`config.mk`:
```
export PLATFORM = sky130hd
export DESIGN_NAME = vram_write_port
export DESIGN_NICKNAME = d
export VERILOG_FILES = /design/src/rtl/vram_write_port_pkg.sv /design/src/rtl/vram_write_port_sync_fifo.sv /design/src/rtl/vram_write_port.sv
export SDC_FILE = /design/constraint.sdc
export NUM_CORES = 1
export LEC_CHECK = 0
export BUFFER_PORTS_ARGS = -buffer_cell sky130_fd_sc_hd__buf_4
export CAP_MARGIN = 20
export CORE_UTILIZATION = 50
export DETAILED_ROUTE_END_ITERATION = 12
export PLACE_DENSITY = 0.66
export SKIP_LAST_GASP = 1
export SLEW_MARGIN = 10
export SYNTH_ARGS = -nofsm -noshare
export SYNTH_HDL_FRONTEND = slang
export SYNTH_SLANG_ARGS = --single-unit
```
`constraint.sdc`:
```
create_clock -name clock -period 4.93 [get_ports clock]
set_input_delay 0 -clock clock [delete_from_list [all_inputs] [get_ports clock]]
set_output_delay 0 -clock clock [all_outputs]
set_load 0.01 [all_outputs]
```
`src/rtl/vram_write_port_pkg.sv`:
```
// Shared defaults and helpers for the VRAM write port and its write buffer.
package vram_write_port_pkg;

    // Display geometry and VRAM defaults
    localparam int H_RES_DEF      = 640;
    localparam int V_RES_DEF      = 480;
    localparam int COLOR_W_DEF    = 9;
    localparam int ADDR_W_DEF     = 19;
    localparam int FIFO_DEPTH_DEF = 8;
    localparam int SCREEN_PIXELS  = H_RES_DEF * V_RES_DEF;

    localparam logic [COLOR_W_DEF-1:0] CLEAR_COLOR_DEF = 9'b000_000_000;

    // Top-level state machine encoding
    localparam logic [0:0] ST_CLEAR = 1'b0;
    localparam logic [0:0] ST_RUN   = 1'b1;

    // Which requester owns the VRAM port on the coming edge
    typedef enum logic [1:0] {
        GNT_NONE  = 2'd0,
        GNT_SCAN  = 2'd1,
        GNT_FIFO  = 2'd2,
        GNT_CLEAR = 2'd3
    } grant_t;

    // Event counter increment that sticks at 255
    function automatic logic [7:0] sat_inc8(input logic [7:0] value);
        return (value == 8'hFF) ? value : value + 8'd1;
    endfunction

endpackage

```
`src/rtl/vram_write_port_sync_fifo.sv`:
```
// Small synchronous FIFO buffering linearised pixel writes ahead of VRAM.
// Head entry is presented combinationally on pop_data.
module sync_fifo #(
    parameter int WIDTH = 28,
    parameter int DEPTH = 8
) (
    input  logic                     clock,
    input  logic                     resetn,
    input  logic                     push,
    input  logic [WIDTH-1:0]         push_data,
    input  logic                     pop,
    output logic [WIDTH-1:0]         pop_data,
    output logic                     full,
    output logic                     empty,
    output logic [$clog2(DEPTH):0]   count
);

    localparam int PTR_W = $clog2(DEPTH);
    localparam int CNT_W = PTR_W + 1;

    logic [WIDTH-1:0] store [DEPTH];
    logic [PTR_W-1:0] wr_ptr;
    logic [PTR_W-1:0] rd_ptr;
    logic             do_push;
    logic             do_pop;

    assign do_push  = push && !full;
    assign do_pop   = pop && !empty;
    assign full     = (count == CNT_W'(DEPTH));
    assign empty    = (count == '0);
    assign pop_data = store[rd_ptr];

    // Storage array: data only, never reset
    always_ff @(posedge clock) begin
        if (do_push) begin
            store[wr_ptr] <= push_data;
        end
    end

    // Pointers and occupancy; simultaneous push and pop leave count unchanged
    always_ff @(posedge clock or negedge resetn) begin
        if (!resetn) begin
            wr_ptr <= '0;
            rd_ptr <= '0;
            count  <= '0;
        end else begin
            if (do_push) begin
                wr_ptr <= wr_ptr + PTR_W'(1);
            end
            if (do_pop) begin
                rd_ptr <= rd_ptr + PTR_W'(1);
            end
            case ({do_push, do_pop})
                2'b10:   count <= count + CNT_W'(1);
                2'b01:   count <= count - CNT_W'(1);
                default: count <= count;
            endcase
        end
    end

endmodule

```
`src/rtl/vram_write_port.sv`:
```
// VRAM write port: clears the framebuffer after reset, then accepts a pixel
// stream, bounds-checks and linearises it, buffers it and drains it into a
// single-port VRAM. Display scan reads always win the port.
// ADDR_W must be large enough that 2**ADDR_W >= H_RES*V_RES.
module vram_write_port
    import vram_write_port_pkg::*;
#(
    parameter int                 H_RES       = H_RES_DEF,
    parameter int                 V_RES       = V_RES_DEF,
    parameter int                 COLOR_W     = COLOR_W_DEF,
    parameter int                 ADDR_W      = ADDR_W_DEF,
    parameter int                 FIFO_DEPTH  = FIFO_DEPTH_DEF,
    parameter logic [COLOR_W-1:0] CLEAR_COLOR = COLOR_W'(CLEAR_COLOR_DEF)
) (
    input  logic               clock,
    input  logic               resetn,
    input  logic [9:0]         wr_x,
    input  logic [8:0]         wr_y,
    input  logic [COLOR_W-1:0] wr_color,
    input  logic               wr_en,
    output logic               wr_ready,
    output logic               clear_done,
    input  logic               scan_req,
    input  logic [ADDR_W-1:0]  scan_addr,
    output logic [COLOR_W-1:0] scan_data,
    output logic               scan_valid,
    output logic [ADDR_W-1:0]  mem_addr,
    output logic [COLOR_W-1:0] mem_wdata,
    output logic               mem_we,
    input  logic [COLOR_W-1:0] mem_rdata,
    output logic [7:0]         clip_count,
    output logic [7:0]         drop_count
);

    localparam int                ENTRY_W   = ADDR_W + COLOR_W;
    localparam int                CNT_W     = $clog2(FIFO_DEPTH) + 1;
    localparam logic [ADDR_W-1:0] LAST_ADDR = ADDR_W'(H_RES * V_RES - 1);
    localparam logic [ADDR_W-1:0] H_RES_A   = ADDR_W'(H_RES);

    // Control state
    logic [0:0]        state;
    logic [ADDR_W-1:0] clear_ctr;
    grant_t            grant;

    // Input stage s1
    logic               s1_valid;
    logic [9:0]         s1_x;
    logic [8:0]         s1_y;
    logic [COLOR_W-1:0] s1_color;
    logic               s1_in_range;
    logic [ADDR_W-1:0]  s1_addr;

    // Scan request stage and read-issued marker
    logic              scan_pend;
    logic [ADDR_W-1:0] scan_addr_q;
    logic              rd_issued;

    // Write buffer interface
    logic               fifo_push;
    logic               fifo_pop;
    logic               fifo_full;
    logic               fifo_empty;
    logic [CNT_W-1:0]   fifo_count;
    logic [ENTRY_W-1:0] fifo_head;
    logic [ADDR_W-1:0]  head_addr;
    logic [COLOR_W-1:0] head_color;

    assign s1_in_range = (32'(s1_x) < 32'(H_RES)) && (32'(s1_y) < 32'(V_RES));
    assign s1_addr     = ADDR_W'(s1_y) * H_RES_A + ADDR_W'(s1_x);
    assign fifo_push   = s1_valid && s1_in_range && !fifo_full;
    assign fifo_pop    = (grant == GNT_FIFO);
    assign head_addr   = fifo_head[ENTRY_W-1:COLOR_W];
    assign head_color  = fifo_head[COLOR_W-1:0];

    // One slot is kept free for a pixel that may already sit in s1
    assign wr_ready  = (state == ST_RUN) && (fifo_count <= CNT_W'(FIFO_DEPTH - 2));
    assign scan_data = mem_rdata;

    sync_fifo #(
        .WIDTH (ENTRY_W),
        .DEPTH (FIFO_DEPTH)
    ) u_fifo (
        .clock     (clock),
        .resetn    (resetn),
        .push      (fifo_push),
        .push_data ({s1_addr, s1_color}),
        .pop       (fifo_pop),
        .pop_data  (fifo_head),
        .full      (fifo_full),
        .empty     (fifo_empty),
        .count     (fifo_count)
    );

    // Port arbitration: scan, then buffered writes, then the clear sweep
    always_comb begin
        grant = GNT_NONE;
        if (scan_pend) begin
            grant = GNT_SCAN;
        end else if (!fifo_empty) begin
            grant = GNT_FIFO;
        end else if (state == ST_CLEAR) begin
            grant = GNT_CLEAR;
        end
    end

    // Input stage valid: pixels are only taken once the clear has finished
    always_ff @(posedge clock or negedge resetn) begin
        if (!resetn) begin
            s1_valid <= 1'b0;
        end else begin
            s1_valid <= wr_en && (state == ST_RUN);
        end
    end

    // Input stage payload
    always_ff @(posedge clock) begin
        if (wr_en && (state == ST_RUN)) begin
            s1_x     <= wr_x;
            s1_y     <= wr_y;
            s1_color <= wr_color;
        end
    end

    // Scan request registration and read-data valid pipeline
    always_ff @(posedge clock or negedge resetn) begin
        if (!resetn) begin
            scan_pend   <= 1'b0;
            scan_addr_q <= '0;
            rd_issued   <= 1'b0;
            scan_valid  <= 1'b0;
        end else begin
            scan_pend   <= scan_req;
            scan_addr_q <= scan_addr;
            rd_issued   <= (grant == GNT_SCAN);
            scan_valid  <= rd_issued;
        end
    end

    // Registered VRAM port driven by the granted requester
    always_ff @(posedge clock or negedge resetn) begin
        if (!resetn) begin
            mem_we    <= 1'b0;
            mem_addr  <= '0;
            mem_wdata <= '0;
        end else begin
            case (grant)
                GNT_SCAN: begin
                    mem_we   <= 1'b0;
                    mem_addr <= scan_addr_q;
                end
                GNT_FIFO: begin
                    mem_we    <= 1'b1;
                    mem_addr  <= head_addr;
                    mem_wdata <= head_color;
                end
                GNT_CLEAR: begin
                    mem_we    <= 1'b1;
                    mem_addr  <= clear_ctr;
                    mem_wdata <= CLEAR_COLOR;
                end
                default: begin
                    mem_we <= 1'b0;
                end
            endcase
        end
    end

    // Clear sweep: advance only on granted cycles, enter RUN on the last pixel
    always_ff @(posedge clock or negedge resetn) begin
        if (!resetn) begin
            state      <= ST_CLEAR;
            clear_ctr  <= '0;
            clear_done <= 1'b0;
        end else if (grant == GNT_CLEAR) begin
            clear_ctr <= clear_ctr + ADDR_W'(1);
            if (clear_ctr == LAST_ADDR) begin
                state      <= ST_RUN;
                clear_done <= 1'b1;
            end
        end
    end

    // Saturating counters for clipped and overflowed pixels
    always_ff @(posedge clock or negedge resetn) begin
        if (!resetn) begin
            clip_count <= '0;
            drop_count <= '0;
        end else begin
            if (s1_valid && !s1_in_range) begin
                clip_count <= sat_inc8(clip_count);
            end
            if (s1_valid && s1_in_range && fifo_full) begin
                drop_count <= sat_inc8(drop_count);
            end
        end
    end

endmodule

```
==> flow_summary.ini <==
[detailed_routing]
ant_nets = 0
drc = 0
vias = 7307
wirelength_mm = 26.9
first_pass_iters = 5
drt_iter0_drc = 426
avgRoutedWirePerCell_um = 20.2
viasPerCell = 5.49

[logic_synthesis]
yosysSeqAreaShare_pct = 72.2
avgSynthCellArea_um2 = 18.0
synth.distinct_cells = 43
dominantRegCellSynth = edfxtp_1
netlist_instances = 772
ys_seq_elements = 350
synth_most_common_cell = edfxtp_1
synth_area_leaders = edfxtp_1, dfrtp_1, mux4_2
synth_area_um2 = 13900
yosysTopAreaCellShare_pct = 54.5
yosysTopAreaCell = edfxtp_1
synth_nets = 860
synthTopCellsByCount = edfxtp_1, dfrtp_1, mux4_2, nand2_1
synth-edff-count = 252
async_reset_ff_share_pct = 28.0
ys_warn_count = 0

[clock_network]
clockBufferDepth = 3
path_clk_slew_ns = 0.06
holdBufCountCts = 51
cts.sinks = 350
cts_resized = 0
clockRootBuffer = clkbuf_16
htree_levels = 2
cts_buffers = 37
clk_latency_ns = 0.53
cts_setup_buffers = 0
cts_tree = built

[sta]
fin_tns_setup_ns = 0
fmax_ghz = 0.312
fin_skew_ns = 0.00757
finalMaxSlewViolations = 0
period_minus_slack_ns = 3.21
tightest_slew_ns = 1.10
hold_ws_ns = 0.00000444
max_slew_margin_pct = 26.9
finalCritPeriodShare_pct = 65.0
hold_viol = 0
setup_violations = 0
rsz0062_at_grt = false

[final_layout]
layout.cells.non_filler = 1330
syn_to_final_growth_pct = 20.3
insertedDiodeCount = 0
final_util_pct = 61.6
nets = 1018
drive_above_1_share_pct = 26.6

[critical_path]
crit_path_start_kind = flop
worstPathCellList = ha_1 -> ha_1 -> fa_1 -> a21o_1 -> a21oi_1 -> xnor2_1 -> nand4_1 -> o31ai_1
slowest_delay_ns = 0.70
r2r_slack_ns = 1.72
critPathMaxFanout = 8
timing.rr.end = u_fifo.store[2][27]
cp_common_cell = ha_1
reg2reg_depth = 8
end_kind = flop
crit_path_top_delay_cell = o31ai_1
rr_startpoint = s1_y[1]
critPathArrivalTime_ns = 3.42
crit_required_ns = 5.15
crit_type = reg2reg
crit_family = compound AO/OA/AOI/OAI gates
path_buf_inv = 0
startpoint = s1_y[1]

[pwr]
powerDensity_nw_per_um2 = 365
combPwrFrac_pct = 3.3
power_switching_mw = 1.26
ir_worst_vdd_v = 0.000214
p_int_mw = 4.84
pwr-share-clk_pct = 43.5
seqPwrFrac_pct = 53.1
switching_share_pct = 20.6
power_leakage_nw = 6.12
total_power_mw = 6.10

[die]
coreArea_um2 = 27100
fp-row-count = 60
die_w_um = 169
die_h_um = 169
die-area_um2 = 28400
initial_core_util_pct = 51.2
num_io_pins = 117

[run_status]
status = finished clean

[worst_hold_path]
hp-start = mem_rdata[7]
hold_path_depth = 0
hold_path_class = in2out
min_to = scan_data[7]

[global_routing]
antenna_found_initial = 0
grt_use_total_pct = 19.8
grt_max_degree = 73
grt_pass1_wl_mm = 42.3
grt-ovfl-total = 0
first_global_vias = 7625

[place]
hpwl_mm = 15.7
gp_congestion = 0.808
dp_cells = 1212
port-buffer-count = 98

[run]
maxCapViolCount = 0
==> power by group through the flow <==
stage,Sequential [mW],Clock [mW],Combinational [mW]
after floorplan,3.30,0,0.0820
after global placement,3.30,0,0.167
after detailed placement,3.30,0,0.171
after CTS,3.24,2.72,0.206
after global routing,3.25,2.83,0.227
final,3.24,2.66,0.204
==> worst max path at each step <==
stage / slack, ns / end / depth (start not counted)
floorplan: 1.42 / u_fifo.store[0][0] / 4
global placement: 1.88 / u_fifo.count[3] / 10
detailed placement: 1.78 / u_fifo.count[3] / 10
CTS: 1.76 / u_fifo.store[2][27] / 8
global route: 1.51 / u_fifo.store[4][27] / 8
finish: 1.72 / u_fifo.store[2][27] / 8
==> worst reg2reg max path, stage by stage (launching register included) <==
cell,delay (ns)
edfxtp_1,0.43
ha_1,0.34
ha_1,0.23
fa_1,0.41
a21o_1,0.19
a21oi_1,0.17
xnor2_1,0.23
nand4_1,0.20
o31ai_1,0.70
==> layout make-up <==
type,instances,area (um^2)
Inverter,11,41.3
Fill cell,1904,10400
Clock buffer,48,987
Multi-Input combinational cell,374,3670
Tap cell,372,465
Timing Repair Buffer,156,1310
Sequential cell,350,10000
Clock inverter,19,194
==> through the flow <==
step	worst slack (ns)	cell area [um^2]
2_1_floorplan	1.42	13900
6_report	1.72	16700
5_1_grt	1.51	16700
4_1_cts	1.76	16700
3_5_place_dp	1.78	15000
3_3_place_gp	1.88	15000
==> per-layer routing <==
layer,wire (um),global-route usage [%],vias to the layer above
met5,0,0,-
met4,502,5.97,0
met2,13200,32.8,235
met3,1670,3.67,48
met1,11500,26.8,3707
li1,-,-,3317
==> cells by family after synthesis <==
logic type	after synthesis	share of synthesized area [%]
fa+ha+maj	28	2.69
flops	350	72.2
simple gates	134	4.93
mux	88	11.6
compound gates	70	3.45
buf+inv	48	1.72
xor+xnor	54	3.41
==> registers in the layout, summed over array words and instances (netlist names), 3 cells and up <==
| signal | flops |
|---|---|
| s1_y | 9 |
| s1_color | 9 |
| clip_count | 8 |
| scan_addr_q | 19 |
| mem_wdata | 9 |
| u_fifo.rd_ptr | 3 |
| u_fifo.wr_ptr | 3 |
| u_fifo.store | 224 |
| mem_addr | 19 |
| u_fifo.count | 4 |
| s1_x | 10 |
| drop_count | 8 |
| clear_ctr | 19 |
==> cell usage in the layout, fill, tap and decap left out, types with 17 or more instances in the layout <==
cell             n
mux2_2          22
buf_4          105
a21oi_1         23
nand2_1         39
edfxtp_1       252
nor2_1          31
xnor2_1         37
xor2_1          17
clkbuf_16       37
dfrtp_1         95
a222oi_1        19
mux4_2          56
dlygate4sd3_1   50
ha_1            25
Power figures use the tool's default switching activity.
